`src/rtl/fb_scanout.sv`:
```
// Framebuffer scan-out: reads a finished frame from single-port SRAM and streams it
// in raster order through a 2-entry skid FIFO with a valid/ready handshake.

module fb_scanout #(
    parameter int FB_W = 64,
    parameter int FB_H = 64,
    parameter int AW   = 12,
    parameter int DW   = 12
) (
    input  logic                    clk,
    input  logic                    reset,
    input  logic                    start,
    output logic                    busy,
    output logic                    frame_done,
    output logic                    FB_CEN,
    output logic                    FB_WEN,
    output logic [AW-1:0]           FB_A,
    input  logic [DW-1:0]           FB_Q,
    output logic                    px_valid,
    input  logic                    px_ready,
    output logic [DW-1:0]           px_data,
    output logic [$clog2(FB_W)-1:0] px_x,
    output logic [$clog2(FB_H)-1:0] px_y,
    output logic                    px_sol,
    output logic                    px_eof
);

    localparam int XW = $clog2(FB_W);
    localparam int YW = $clog2(FB_H);

    typedef enum logic [1:0] {IDLE, RUN, DRAIN, DONE} state_t;

    typedef struct packed {
        logic [DW-1:0] data;
        logic [XW-1:0] x;
        logic [YW-1:0] y;
        logic          sol;
        logic          eof;
    } entry_t;

    state_t        state_q, state_d;
    logic [AW-1:0] raddr_q, raddr_d;
    logic [AW-1:0] fb_a_q;
    logic          inflight_q;
    entry_t        fifo_q [2];
    logic          rd_ptr_q, wr_ptr_q;
    logic [1:0]    cnt_q;

    logic          pop, push, issue;
    logic [2:0]    demand;
    entry_t        head, incoming;

    assign head     = fifo_q[rd_ptr_q];
    assign px_valid = (cnt_q != 2'd0);
    assign pop      = px_valid & px_ready;
    assign push     = inflight_q;

    // Space check counts the read still in flight so the FIFO can never overflow.
    assign demand = 3'(cnt_q) + 3'(inflight_q) - 3'(pop);
    assign issue  = (state_q == RUN) && (demand < 3'd2);

    assign FB_CEN = ~issue;
    assign FB_WEN = 1'b1;
    assign FB_A   = issue ? raddr_q : fb_a_q;

    // The address register still holds the issued address when its data returns.
    assign incoming.data = FB_Q;
    assign incoming.x    = fb_a_q[XW-1:0];
    assign incoming.y    = fb_a_q[AW-1:XW];
    assign incoming.sol  = (fb_a_q[XW-1:0] == '0);
    assign incoming.eof  = &fb_a_q;

    assign px_data    = head.data;
    assign px_x       = head.x;
    assign px_y       = head.y;
    assign px_sol     = head.sol;
    assign px_eof     = head.eof;
    assign busy       = (state_q != IDLE);
    assign frame_done = (state_q == DONE);

    always_ff @(posedge clk or negedge reset) begin
        if (!reset) begin
            state_q <= IDLE;
            raddr_q <= '0;
        end else begin
            state_q <= state_d;
            raddr_q <= raddr_d;
        end
    end

    always_comb begin
        state_d = state_q;
        raddr_d = raddr_q;
        case (state_q)
            IDLE: begin
                if (start) begin
                    state_d = RUN;
                    raddr_d = '0;
                end
            end
            RUN: begin
                if (issue) begin
                    if (raddr_q == '1) begin
                        state_d = DRAIN;
                    end else begin
                        raddr_d = raddr_q + AW'(1);
                    end
                end
            end
            DRAIN: begin
                if (pop && head.eof) begin
                    state_d = DONE;
                end
            end
            DONE:    state_d = IDLE;
            default: state_d = IDLE;
        endcase
    end

    always_ff @(posedge clk or negedge reset) begin
        if (!reset) begin
            fb_a_q     <= '0;
            inflight_q <= 1'b0;
            fifo_q[0]  <= '0;
            fifo_q[1]  <= '0;
            rd_ptr_q   <= 1'b0;
            wr_ptr_q   <= 1'b0;
            cnt_q      <= 2'd0;
        end else begin
            fb_a_q     <= FB_A;
            inflight_q <= issue;
            if (push) begin
                fifo_q[wr_ptr_q] <= incoming;
                wr_ptr_q         <= ~wr_ptr_q;
            end
            if (pop) begin
                rd_ptr_q <= ~rd_ptr_q;
            end
            case ({push, pop})
                2'b10:   cnt_q <= cnt_q + 2'd1;
                2'b01:   cnt_q <= cnt_q - 2'd1;
                default: cnt_q <= cnt_q;
            endcase
        end
    end

endmodule

```
`config.mk`:
```
export PLATFORM = sky130hd
export DESIGN_NAME = fb_scanout
export DESIGN_NICKNAME = d
export VERILOG_FILES = /design/src/rtl/fb_scanout.sv
export SDC_FILE = /design/constraint.sdc
export NUM_CORES = 1
export LEC_CHECK = 0
export CAP_MARGIN = 20
export CORE_UTILIZATION = 49
export DETAILED_ROUTE_END_ITERATION = 10
export GPL_TIMING_DRIVEN = 1
export PLACE_DENSITY = 0.76
export SYNTH_ARGS = -nofsm -noshare
export SYNTH_HDL_FRONTEND = slang
export SYNTH_SLANG_ARGS = --single-unit
```
`constraint.sdc`:
```
create_clock -name clk -period 3 [get_ports clk]
set_clock_uncertainty 0.05 [all_clocks]
set_input_delay 0.6 -clock clk [delete_from_list [all_inputs] [get_ports clk]]
set_output_delay 0.6 -clock clk [all_outputs]
set_load 0.005 [all_outputs]
```
**After elaboration in Yosys (flattened, before gate mapping)**

Index checks and enable logic that the tools add are counted.

- Register bits after elaboration: 83
- Word-level logic and storage cells: 72

- Multiplexer cells: 17
- Reductions and logical operators: 12
- $lt $le $gt $ge: 4
- Equal/unequal tests: 11
- Add/subtract/negate cells: 5
- Bitwise gates (word level): 6

Operator list:

| cell | number |
|---|---|
| $mux W26 | 4 |
| $bwmux W52 | 1 |
| $mux W12 | 4 |
| $demux W26 S1 | 1 |
| $pmux W12 S2 | 1 |
| $add A12 B1 Y12 const B | 1 |
| $eq A12 B12 Y1 const B | 1 |
| $reduce_and A12 Y1 | 1 |
| $mux W2 | 4 |
| $ne A2 B2 Y1 const B | 4 |
| $pmux W2 S4 | 1 |
| $reduce_and A4 Y1 | 2 |
| $reduce_bool A2 Y1 | 4 |
| $eq A2 B2 Y1 const B | 3 |
| $logic_not A6 Y1 | 1 |
| $eq A2 B1 Y1 const B | 2 |
| $ge A2 B2 Y1 const B | 2 |
| $not A1 Y2 | 2 |
| $pmux W2 S2 | 1 |
| $add A2 B1 Y3 | 1 |
| $logic_and A1 B1 Y1 | 3 |
| $lt A3 B2 Y1 const B | 1 |
| $not A1 Y1 | 3 |
| $sub A3 B1 Y3 | 1 |
| other kinds (6) | 6 |

**Logic depth before layout (Yosys ltp)**

- Depth in word-level cells: 7
- Gate-level depth with buffers: 11
- Gate-level depth less buffers: 9

**Least setup slack after synthesis**

No wires, ideal clock.

- Kind: in2out
- Start point: input port px_ready
- End point: output port FB_A[10]
- Buffers on the path: 2
- Arrival: 2291 ps
- Stages on the path: 9
- Slack: 59 ps
- Path through: nand2_1 > nor2_1 > o21ai_0 > fa_1 > xnor2_1 > and3_1 > buf_6 > buf_4 > mux2_2

- Longest elaborated chain between the ends: 5

RTL lines:

| element | RTL line | text |
|---|---|---|
| from (decl) | 20 | `input logic px_ready,` |
| $and A1 B1 Y1 | 55 | `assign pop = px_valid & px_ready;` |
| $sub A3 B1 Y3 | 59 | `assign demand = 3'(cnt_q) + 3'(inflight_q) - 3'(pop);` |
| $lt A3 B2 Y1 | 60 | `assign issue = (state_q == RUN) && (demand < 3'd2);` |
| $logic_and A1 B1 Y1 | 60 |  |
| via issue | 49 | `logic pop, push, issue;` |
| $mux W12 | 64 | `assign FB_A = issue ? raddr_q : fb_a_q;` |
| to (decl) | 17 | `output logic [AW-1:0] FB_A,` |

The timed path passes the listed nets, and every way through them passes these cells.

**Final worst setup path**

- Start point: register cnt_q[0]
- End point: output port FB_A[6]

- Longest elaborated chain between the ends: 6

RTL lines:

| element | RTL line | text |
|---|---|---|
| from (decl) | 47 | `logic [1:0] cnt_q;` |
| from (signal assigned) | 140 | `2'b10: cnt_q <= cnt_q + 2'd1;` |
| from (signal assigned) | 141 | `2'b01: cnt_q <= cnt_q - 2'd1;` |
| from (signal assigned) | 142 | `default: cnt_q <= cnt_q;` |
| parallel branches: the longest is 2 deep, another holds $add A2 B1 Y3 | - |  |
| $sub A3 B1 Y3 * | 59 |  |
| $lt A3 B2 Y1 * | 60 |  |
| $logic_and A1 B1 Y1 * | 60 |  |
| $mux W12 * | 64 |  |

Mark *: on every way between the ends.

==> run_results.csv <==
group,metric,value,unit
drt,first_pass_iters,4,
yosys,synth_top_family_by_area,"multiplexers",
setup_path,r2r_start,"cnt_q[0]",
cells_and_area,area_growth,28.9,%
run_status,status,"complete, but fails checks",
sta,final.period_utilization,100,%
clock_tree,cts_inserted_buffers,9,
sta,period_needed,3.01,ns
global_route,met2_usage,34.7,%
sta,maxSlewViolCount,0,
yosys,yosys.area_share.simple,8.27,%
drt,routed_wl,8.17,mm
run_status,violations,"negative setup slack",
floorplanning,initial_core_util,50.5,%
setup_path,arrival,2.36,ns
setup_path,cp_slowest_cell,"fa_2",
setup_path,worst_ep_required_time,2.35,ns
yosys,synth_nets,327,
floorplanning,core_area,7730,um2
yosys,synth_compound_area_share,5.81,%
sta,max_slew_margin,53.4,%
power,p_leak,2.31,nW
global_route,grt.total_usage,20.8,%
yosys,synth_adder_area_share,2.76,%
drt,route.detailed.drc,0,
yosys,synthesis.area,3900,um2
setup_path,crit_family,"adder cells",
cells_and_area,n_antenna_cell,0,
global_route,grt_busiest_layer,"met2",
setup_path,worst-r2r-cell-count,12,
setup_path,crit_chain,"nor2_2 > o21ai_2 > fa_2 > and3_4 > buf_12 > mux2_4 > buf_6",
yosys,synth_cells,303,
hold_path,hold_path_class,"in2async",
drt,via_per_inst,5.48,
clock_tree,cts_tree,"yes",
global_route,grt_max_degree,84,
cells_and_area,nNetsFinal,405,
cells_and_area,stdcell_count,488,
yosys,yosysUniqueCellTypes,42,
yosys,synth_xor_area_share,1.35,%
placed_design,gp_congestion,0.893,
drt,ant_nets,0,
setup_path,path_buf_inv,2,
clock_tree,hold_buffers,0,
yosys,ys.flop_type,"dfrtp_1",
yosys,yosysSeqAreaShare,53.2,%
cells_and_area,final_common_cell,"dfrtp_1",
floorplanning,die-width,91.2,um
clock_tree,clk_pin_slew,0.08,ns
drt,drt_iter0_markers,94,
yosys,async_flop_share,100,%
clock_tree,cts.sinks,83,
floorplanning,row_count,32,
global_route,grt_pass1_vias,2771,
floorplanning,ios,59,
cells_and_area,fillers,597,
cells_and_area,drive_gt1_share,39.6,%
floorplanning,die_h,91.2,um
yosys,synth_edf_count,0,
yosys,synthMuxAreaShare,25.6,%
power,powerDensity,883,nW/um2
yosys,syn_area_per_cell,12.9,um2
power,fin_total_pwr,4.44,mW
sta,setup_ws,-0.0136,ns
sta,hold_violations,0,
placed_design,io_buffer_count,57,
power,peakVddDrop,0.000529,V
cells_and_area,most-common-layout-cells,"dfrtp_1 (83), mux2_2 (75), clkdlybuf4s50_1 (42), buf_4 (17), buf_6 (15)",
clock_tree,cts_root_buf,"clkbuf_8",
global_route,antenna_found_initial,0,
global_route,overflow,0,
global_route,use_met1,27.1,%
yosys,ys_ff_latch,83,
clock_tree,insertion_delay,0.35,ns
sta,rsz0062_at_grt,"true",
drt,num_vias,2673,
drt,avgRoutedWirePerCell,16.7,um
setup_path,critPathKind,"reg2out",
clock_tree,cts_buffer_depth,2,
sta,setup_violations,8,
setup_path,crit_path_end_kind,"output port",
sta,worstMarginPinSlew,0.696,ns
clock_tree,cts_max_level,3,
setup_path,critPathMaxStageDelay,0.54,ns
setup_path,reg2reg_to,"raddr_q[3]",
setup_path,cp-start-kind,"register",
yosys,ys_warn_count,0,
sta,max_freq,332,MHz
global_route,grt_pass1_wl,13.4,mm
placed_design,pre_cts_ws,-0.853,ns
sta,finalSetupTns,-0.0555,ns
placed_design,dp.cells,462,
global_route,gr-usage-met3,4.10,%
run,drv_cap,0,
setup_path,cp_max_fo,7,
setup_path,r2r_slack,0.31,ns
placed_design,hpwl,5.13,mm
floorplanning,dieArea,8320,um2
## worst max path at each step
stage	start	endpoint	slack, ns	depth (start not counted)
final	cnt_q[0]	FB_A[6]	-0.01	7
after global routing	cnt_q[0]	FB_A[4]	-0.10	8
after CTS	cnt_q[0]	FB_A[8]	-0.11	8
after detailed placement	px_ready	FB_A[6]	-0.85	10
after global placement	px_ready	FB_A[3]	-0.74	10
after floorplan	px_ready	FB_A[10]	0.06	9
## synth_stat cells, drive strengths merged, types with 2 or more instances
library cell / instances / area share, %
a211o: 2 / 0.45
a21oi: 5 / 0.64
and2: 4 / 0.64
and3: 5 / 0.80
buf: 11 / 1.8
clkbuf: 2 / 0.19
dfrtp: 83 / 53
ha: 7 / 2.2
inv: 9 / 0.87
mux2: 87 / 25
mux2i: 2 / 0.51
nand2: 14 / 1.3
nand3: 6 / 1.1
nand4: 7 / 1.1
nor2: 13 / 1.3
nor3: 4 / 0.51
o21ai: 11 / 1.8
o31ai: 9 / 1.7
or2: 4 / 0.64
xnor2: 3 / 0.67
xor2: 3 / 0.67
## registers in the layout, summed over array words and instances, names as in the netlist
name	count
cnt_q	2
fb_a_q	12
state_q	2
raddr_q	12
wr_ptr_q	1
fifo_q	52
inflight_q	1
rd_ptr_q	1
## metrics by stage
step	hold WS, ns	area, um2	util [%]
2_1_floorplan	0.254	3900	-
3_3_place_gp	0.413	4640	60.1
3_5_place_dp	0.431	4640	60.1
4_1_cts	0.409	5020	65.0
5_1_grt	0.172	5030	65.1
6_report	0.155	5030	65.1
## logic make-up (layout without fill, tap and decap cells)
| logic type | count (synthesis) | in the layout |
|---|---|---|
| AOI/OAI and AO/OA | 33 | 33 |
| muxes | 89 | 89 |
| and+or+nand+nor | 61 | 61 |
| adders and majority gates | 8 | 8 |
| DFF | 83 | 83 |
| other | 1 | 1 |
| xor gates and xnor gates | 6 | 6 |
| buffers and inverters | 22 | 105 |
## power breakdown
part	leakage, nW	total, mW	internal, mW	switching (mW)
Combinational	1.13	2.08	1.23	0.850
Sequential	1.09	1.58	1.41	0.172
Clock	0.0947	0.778	0.408	0.370
Total	2.31	4.44	3.05	1.39
## metal layers
layer / wire length, um / part of all wire (%)
met1: 3710 / 45
met2: 3940 / 48
met3: 412 / 5.0
met4: 110 / 1.3
met5: 0 / 0
## cell type report
cell class	count	area [um2]	share of cell area (%)
Inverter	9	33.8	0.672
Timing Repair Buffer	80	815	16.2
Multi-Input combinational cell	198	1790	35.6
Clock inverter	2	35.0	0.697
Sequential cell	83	2080	41.3
Clock buffer	14	153	3.03
Tap cell	102	128	2.54
## repair_timing
item / in CTS / in global routing
hold endpoints to repair: 0 / 0
cloned: 1 / 0
pin swaps: 5 / 5
buffers inserted: 9 / 2
endpoints found under the setup margin: 13 / 13
gates resized for setup: 93 / 4
Power figures use the tool's default switching activity.
